==> src/rtl/dispatch_buffer.sv <==
// ---------------------------------------------------------------------------
// dispatch_buffer
//
// Decouples the decode stage from the issue queue. Decode delivers groups of
// 1..4 entries; they are parked in an 8-entry circular FIFO and drained into
// the issue queue at up to 4 entries per cycle, limited by the free space the
// issue queue reports (15 usable slots). Drain is strictly in order and an
// accepted group is first visible on the issue-queue side one cycle after it
// is accepted (no same-cycle bypass).
//
// Handshake: a decode group transfers on a rising clk edge when dec_valid and
// dec_ready are both high and dec_count is 1..4. dec_ready does not depend on
// dec_valid, so the producer may hold dec_valid and its group steady until
// dec_ready is seen high. The issue-queue side has no back-pressure of its
// own: every lane below iq_in_data_number is consumed at the next edge.
//
// Ports
//   clk, rst            clock, asynchronous active-high reset
//   dec_valid           decode group valid
//   dec_count[2:0]      valid lanes in dec_data (legal 1..4)
//   dec_data            4 lanes of ELEM_W bits, lane 0 in the low bits
//   dec_ready           buffer can take a full 4-lane group this cycle
//   flush               synchronous discard of all buffered entries
//   iq_size[3:0]        issue-queue occupancy 0..15
//   iq_in_data          entries pushed to the issue queue, lane 0 oldest
//   iq_in_data_number   number of valid lanes in iq_in_data (0..4)
//   err_count           sticky: dec_valid seen with an illegal dec_count
//   stall_cycles[15:0]  saturating count of cycles holding entries but
//                       pushing none
// ---------------------------------------------------------------------------
module dispatch_buffer #(
  parameter int ELEM_W = 32
) (
  input  logic                clk,
  input  logic                rst,
  input  logic                dec_valid,
  input  logic [2:0]          dec_count,
  input  logic [4*ELEM_W-1:0] dec_data,
  output logic                dec_ready,
  input  logic                flush,
  input  logic [3:0]          iq_size,
  output logic [4*ELEM_W-1:0] iq_in_data,
  output logic [2:0]          iq_in_data_number,
  output logic                err_count,
  output logic [15:0]         stall_cycles
);

  logic [ELEM_W-1:0] mem_q [8];

  logic [2:0]  rd_ptr_q, rd_ptr_d;
  logic [2:0]  wr_ptr_q, wr_ptr_d;
  logic [3:0]  count_q, count_d;
  logic        err_q, err_d;
  logic [15:0] stall_q, stall_d;

  logic        count_legal;
  logic        accept;
  logic [3:0]  acc_num;
  logic [3:0]  free_slots;
  logic [3:0]  drain_n;

  always_comb begin
    count_legal = (dec_count != 3'd0) && (dec_count <= 3'd4);
    // Ready only when a full 4-lane group is guaranteed to fit in 8 slots.
    dec_ready   = (count_q <= 4'd4) && !flush;
    accept      = dec_valid && dec_ready && count_legal;
    acc_num     = accept ? {1'b0, dec_count} : 4'd0;
    free_slots  = 4'd15 - iq_size;

    // n = min(count, 4, free); flush suppresses any push.
    drain_n = count_q;
    if (drain_n > 4'd4)       drain_n = 4'd4;
    if (free_slots < drain_n) drain_n = free_slots;
    if (flush)                drain_n = 4'd0;

    // Lanes at or beyond n are forced to zero rather than showing stale data.
    iq_in_data = '0;
    for (int i = 0; i < 4; i++) begin
      if (4'(i) < drain_n) begin
        iq_in_data[i*ELEM_W +: ELEM_W] = mem_q[rd_ptr_q + 3'(i)];
      end
    end
    iq_in_data_number = drain_n[2:0];

    // Flush wins over everything; dec_ready is low during flush so nothing
    // can be accepted in the same cycle anyway.
    if (flush) begin
      rd_ptr_d = 3'd0;
      wr_ptr_d = 3'd0;
      count_d  = 4'd0;
    end else begin
      rd_ptr_d = rd_ptr_q + drain_n[2:0];
      wr_ptr_d = wr_ptr_q + acc_num[2:0];
      count_d  = count_q + acc_num - drain_n;
    end

    // Illegal counts are flagged whether or not the buffer was ready.
    err_d = err_q | (dec_valid & ~count_legal);

    stall_d = stall_q;
    if ((count_q != 4'd0) && (drain_n == 4'd0) && !flush && (stall_q != 16'hFFFF)) begin
      stall_d = stall_q + 16'd1;
    end
  end

  always_ff @(posedge clk or posedge rst) begin
    if (rst) begin
      rd_ptr_q <= 3'd0;
      wr_ptr_q <= 3'd0;
      count_q  <= 4'd0;
      err_q    <= 1'b0;
      stall_q  <= 16'd0;
    end else begin
      rd_ptr_q <= rd_ptr_d;
      wr_ptr_q <= wr_ptr_d;
      count_q  <= count_d;
      err_q    <= err_d;
      stall_q  <= stall_d;
    end
  end

  // Storage is not reset: emptiness is tracked by count_q alone.
  always_ff @(posedge clk) begin
    if (accept) begin
      for (int i = 0; i < 4; i++) begin
        if (3'(i) < dec_count) begin
          mem_q[wr_ptr_q + 3'(i)] <= dec_data[i*ELEM_W +: ELEM_W];
        end
      end
    end
  end

  assign err_count    = err_q;
  assign stall_cycles = stall_q;

endmodule

==> config.mk <==
export PLATFORM = sky130hd
export DESIGN_NAME = dispatch_buffer
export DESIGN_NICKNAME = d
export VERILOG_FILES = /design/src/rtl/dispatch_buffer.sv
export SDC_FILE = /design/constraint.sdc
export NUM_CORES = 1
export LEC_CHECK = 0
export BUFFER_PORTS_ARGS = -buffer_cell sky130_fd_sc_hd__buf_4
export CAP_MARGIN = 30
export CELL_PAD_IN_SITES_DETAIL_PLACEMENT = 0
export CELL_PAD_IN_SITES_GLOBAL_PLACEMENT = 2
export CORE_AREA = 2 2 264 266
export DETAILED_ROUTE_END_ITERATION = 10
export DIE_AREA = 0 0 266 268
export GPL_TIMING_DRIVEN = 0
export PLACE_DENSITY_LB_ADDON = 0.08
export SYNTH_ARGS = -nofsm -noshare
export SYNTH_HDL_FRONTEND = slang
export SYNTH_SLANG_ARGS = --single-unit
==> constraint.sdc <==
create_clock -name clk -period 3.85 [get_ports clk]
set_input_delay 0.1925 -clock clk [delete_from_list [all_inputs] [get_ports clk]]
set_output_delay 0.1925 -clock clk [all_outputs]
set_load 0.05 [all_outputs]
* Word-level counts from Yosys, hierarchy flattened *
Memory sizes are Yosys's and may differ from the RTL's.
Index checks and enable logic that the tools add are counted.
W data, S select, Z words.

word-level totals
  memories kept = 1
  output and inout bits = 149
  input port bits = 139
  flip-flop bits (word level) = 27
  logic and storage cells = 68
  memory bits (writable) = 256

memory list
  memory  depth  bits a word  rd ports  clocked after memory_dff  write ports  line  source
  mem_q   8      32           4         0                         4            48    logic [ELEM_W-1:0] mem_q [8];

cells by class
  multiplexer cells = 23
  bitwise operators = 3
  reduce and logical (&&, ||, !) cells = 11
  add/subtract/negate cells = 12
  magnitude comparators = 12
  equal/unequal tests = 1

operators by type and width
  kind                     number
  $mux W32                 4
  $add A16 B1 Y16 const B  1
  $mux W4                  4
  $ne A16 B16 Y1 const B   1
  $add A3 B2 Y3 const B    4
  $mux W1                  12
  $mux W3                  3
  $lt A1 B4 Y1 const A     2
  $lt A2 B4 Y1 const A     2
  $logic_and A1 B1 Y1      7
  $add A3 B1 Y3 const B    2
  $add A3 B3 Y3            2
  $lt A1 B3 Y1 const A     2
  $lt A2 B3 Y1 const A     2
  $add A4 B3 Y4            1
  $gt A4 B3 Y1 const B     1
  $le A4 B3 Y1 const B     1
  $logic_not A4 Y1         1
  $lt A4 B4 Y1             1
  $reduce_bool A4 Y1       1
  $sub A4 B4 Y4            1
  $sub A4 B4 Y4 const A    1
  $le A3 B3 Y1 const B     1
  $reduce_bool A3 Y1       1
  other kinds (4)          4

* Logic depth before layout (Yosys ltp) *
  depth after elaboration = 9
  gate-level depth with buffers = 17
  mapped depth without buffers = 16

* Worst setup path after synthesis *
No wires, ideal clock.

  path kind = register -> output
  start point = register count_q[3]
  end point = output port iq_in_data[71]
  data arrival time = 3725 ps
  path slack = -68 ps
  path buffers = 1
  stages on the path, launching flop included = 11
  required time = 3658 ps
  cell sequence = dfrtp_1 -> nor2_1 -> nand2_1 -> ha_1 -> o21ai_0 -> a221oi_1 -> a21oi_2 -> nor2b_1 -> a21oi_1 -> buf_2 -> a21oi_1

on the way
  longest elaborated chain between the ends = 7

ends and longest elaborated chain
  what                            line  source
  start, declared                 52    logic [3:0] count_q, count_d;
  start signal, assigned          116   count_q <= count_d;
  $gt A4 B3 Y1                    72    if (drain_n > 4'd4) drain_n = 4'd4;
  $mux W4 *                       72
  $lt A4 B4 Y1                    73    if (free_slots < drain_n) drain_n = free_slots;
  $mux W4 *                       73
  $mux W4 *                       74    if (flush) drain_n = 4'd0;
  named net iq_in_data_number[0]  43    output logic [2:0] iq_in_data_number,
  $lt A2 B4 Y1 *                  79    if (4'(i) < drain_n) begin
  $mux W32 *                      79
  end, declared                   42    output logic [4*ELEM_W-1:0] iq_in_data,

The timed path passes the listed nets; every way through them passes the cells marked *.

* Worst setup path in the final report *
  start point = register rd_ptr_q[0]
  end point = output port iq_in_data[76]

on the way
  longest elaborated chain between the ends = 3

ends and longest elaborated chain
  what                    line  source
  start, declared         50    logic [2:0] rd_ptr_q, rd_ptr_d;
  start signal, assigned  114   rd_ptr_q <= rd_ptr_d;
  $add A3 B2 Y3           80    iq_in_data[i*ELEM_W +: ELEM_W] = mem_q[rd_ptr_q + 3'(i)];
  $mem_v2 Z8 W32          n/a
  $mux W32                79

Every way passes these cells.

==> flow_summary_export.csv <==
group,metric,value,unit
placed_design,postPlaceCellArea,29500,µm²
logic_synthesis,synth_seq_area_share,32.4,%
critical_path,critPathCapture,"iq_in_data[76]",
critical_path,regToRegEndpoint,"mem_q[2][16]",
global_route,first_pass_grt_wire_length,209,mm
final_layout,drive_above_1_share,28.0,%
logic_synthesis,synthesis.nets,2850,
global_route,grt_overflow_total,0,
logic_synthesis,yosysMostFrequentCell,"nand2_1",
final_layout,n_fill_cell,6488,
critical_path,worst_setup_path_startpoint,"rd_ptr_q[0]",
power_and_ir_drop,power_density,646,nW/µm²
critical_path,worst-r2r-cell-count,8,
detailed_routing,remaining_drc_errors,0,
sta,post-route-worst-setup-slack,-80.4,ps
clock_tree,htree_num_levels,2,
critical_path,timing.critical_path.cells,"clkbuf_2 -> clkbuf_4 -> buf_2 -> buf_1 -> buf_6 -> mux4_2 -> mux2i_1 -> nor2_1 -> buf_4",
floorplanning,io_pins,288,
clock_tree,numClockSinks,283,
sta,timing.final.setup_violations,12,
global_route,grt_usage,42.6,%
floorplanning,core_area,68200,µm²
critical_path,critical_path.n_buffers_inverters,6,
logic_synthesis,synth-edff-count,256,
logic_synthesis,synth_common_cells,"392 x nand2_1, 346 x o21ai_0, 256 x edfxtp_1",
run_status,failed_checks,"negative setup slack",
floorplanning,floorplan.die.width,266,µm
logic_synthesis,post_synth_instance_area,25800,µm²
job,drv_cap,0,
clock_tree,worst_setup_hold_path_clk_slew,60,ps
final_layout,postLayoutCellArea,31800,µm²
sta,layout_worst_path_cycle_share,102,%
logic_synthesis,yosysTopAreaCellShare,29.8,%
critical_path,end_kind,"output port",
final_layout,finalNonFillerCells,3960,
critical_path,cp_slowest_stage_delay,600,ps
critical_path,timing.critical_path.fanout_max,10,
critical_path,reg2reg_launch_point,"wr_ptr_q[0]",
critical_path,critical_path_cell_count,9,
sta,final_max_slew_viol_count,0,
power_and_ir_drop,ir_worst_vdd,334,µV
detailed_routing,vias_per_cell,6.86,
placed_design,dp_hpwl,108,mm
placed_design,post-place-cells,3848,
detailed_routing,detailroute.via_count,27200,
global_route,grt_antenna_before_repair,7,
critical_path,cp.arrival,3740,ps
run_status,outcome,"complete, but fails checks",
placed_design,gp_congestion,0.994,
sta,grt_setup_unrepaired,"yes",
detailed_routing,wl_per_cell,39.1,µm
logic_synthesis,synthesis.area_per_instance,9.59,µm²
clock_tree,cts.root.buffer_cell,"clkbuf_16",
logic_synthesis,ys_warnings,0,
critical_path,critical-path-top-delay-family,"buffers and inverters",
clock_tree,cts-buffers-inserted,37,
clock_tree,tritoncts,"built",
floorplanning,overall_die_area,71300,µm²
sta,final.min_clock_period,3930,ps
logic_synthesis,synth_cell_types,63,
detailed_routing,routed_wl,155,mm
min_path,worstHoldPathType,"primary input to flip-flop",
critical_path,crit_required,3660,ps
floorplanning,initial_core_util,37.8,%
sta,fmax,254,MHz
placed_design,placement.setup.worst_slack,-1610,ps
detailed_routing,detailedRoute.firstIterationViolations,4399,
detailed_routing,ant_nets,0,
detailed_routing,drt_pass_1_iters,7,
clock_tree,ctsLongestPathBuffers,3,
floorplanning,die_height,268,µm
global_route,number_of_global_route_vias_before_repair,25900,
logic_synthesis,biggest_area_contributors_in_the_synthesized_netlist,"edfxtp_1 30%, mux4_2 21%, o21ai_0 6.7%",
global_route,grt_start_max_net_pins,33,
critical_path,critical-path-slowest-cell,"buf_1",
placed_design,portBuffers,222,
critical_path,path_class,"flip-flop to output port",
logic_synthesis,yosysTopAreaCell,"edfxtp_1",
sta,finalHoldViolCount,0,
critical_path,critPathLaunchType,"flip-flop",
final_layout,fin_nets,3207,
sta,worst-slew-pin-transition,1160,ps
logic_synthesis,dominantRegCellSynth,"edfxtp_1",
logic_synthesis,synth.ff_latch_count,283,
floorplanning,placementRows,96,
power_and_ir_drop,total_leakage_power,11.2,nW
logic_synthesis,async_flop_share,9.54,%
critical_path,reg2reg_slack,-70,ps
power_and_ir_drop,p_total,20.5,mW
sta,worst_hold_slack,8.99,ps
sta,relSlewSlack,22.8,%
clock_tree,clk_latency,570,ps
final_layout,flow.area_growth_from_synthesis,23.0,%
sta,clock_skew,23.8,ps
logic_synthesis,postSynthCellCount,2692,
-- power breakdown --
part	switching, mW	leakage (nW)	internal (mW)	total, mW
clock network	1.45	0.592	2.16	3.61
registers	0.143	2.67	3.51	3.65
logic	8.47	7.90	4.78	13.3
-- worst reg2reg max path, cell delays in order, from the launching register on --
cell and delay, ps:
dfrtp_1 380, clkbuf_1 350, inv_1 210, ha_1 430
nand4b_1 390, nor2_1 920, clkbuf_1 810, nand2_1 120
o21ai_1 130
-- what timing repair did --
action,in CTS,in global routing
buffers inserted,12,26
cloned,0,1
hold endpoints to repair,9,0
setup endpoints to repair,546,408
resized for setup,108,79
hold buffers,1,0
pin swaps,11,7
-- how the worst min path moves through the flow --
stage,from,endpoint,slack [ps],cells after the start
5_1_grt,dec_count[2],err_count,70,3
2_1_floorplan,rst,count_q[0],250,1
4_1_cts,dec_count[2],err_count,10,3
3_5_place_dp,rst,stall_cycles[11],250,2
3_3_place_gp,err_count,err_count,460,1
6_report,dec_count[2],err_count,9,3
-- sequential cells by signal, summed over array words and instances, names as in the netlist --
name	flops
mem_q	256
stall_cycles	16
count_q	4
rd_ptr_q	3
wr_ptr_q	3
err_count	1
-- cell families after synthesis --
logic type / count (synthesis) / share of synthesized area, %
fa+ha+maj: 19 / 1.07
xor+xnor: 28 / 0.950
flops: 283 / 32.4
buf+inv: 324 / 5.29
simple gates: 910 / 16.9
compound gates: 772 / 17.9
mux: 355 / 25.5
other cells: 1 / 0.0145
-- layout make-up --
class,count,area (µm²),share of cell area (%)
multi-input cells,2085,16400,51.6
flip-flops and latches,283,8370,26.3
repair buffers,322,3040,9.58
plain buffers,297,1560,4.90
well taps,882,1100,3.47
clock buffers,41,941,2.96
clock inverters,22,272,0.855
inverters,23,87.6,0.276
diodes,5,12.5,0.0394
-- stage by stage --
step | util, % | TNS, ps
6_report | 46.6 | -397
5_1_grt | 46.5 | -502
4_1_cts | 45.7 | -26.3
3_5_place_dp | 43.2 | -220080
3_3_place_gp | 41.9 | -635840
2_1_floorplan | - | 0
-- layer usage --
metal	track usage, %	up-vias	part of all wire [%]
li1	-	10800	-
met1	52.8	13300	36
met2	63.4	2435	43
met3	16.0	592	14
met4	25.1	8	7.0
met5	0.338	-	0.049
-- cell usage in the layout (no fill, tap or decap), drive strengths merged, types with 4 or more instances in the layout --
cell type	netlist	final
a211oi	223	223
nor2	189	189
a21oi	32	32
o21ai	456	456
inv	22	22
and3	40	40
buf	173	485
diode	0	5
xor2	7	7
clkinv	1	15
mux2	6	6
mux4	241	241
mux2i	108	108
fa	5	5
a31oi	4	4
and2b	13	13
dfrtp	27	27
a311oi	7	7
o31ai	32	32
nor3	11	11
clkbuf	128	171
nor2b	219	219
nand4	7	7
xnor2	21	21
edfxtp	256	256
bufinv	0	6
nand2	392	392
ha	14	14
nand3	17	17
Note: power is estimated with default switching activity, not from simulation.
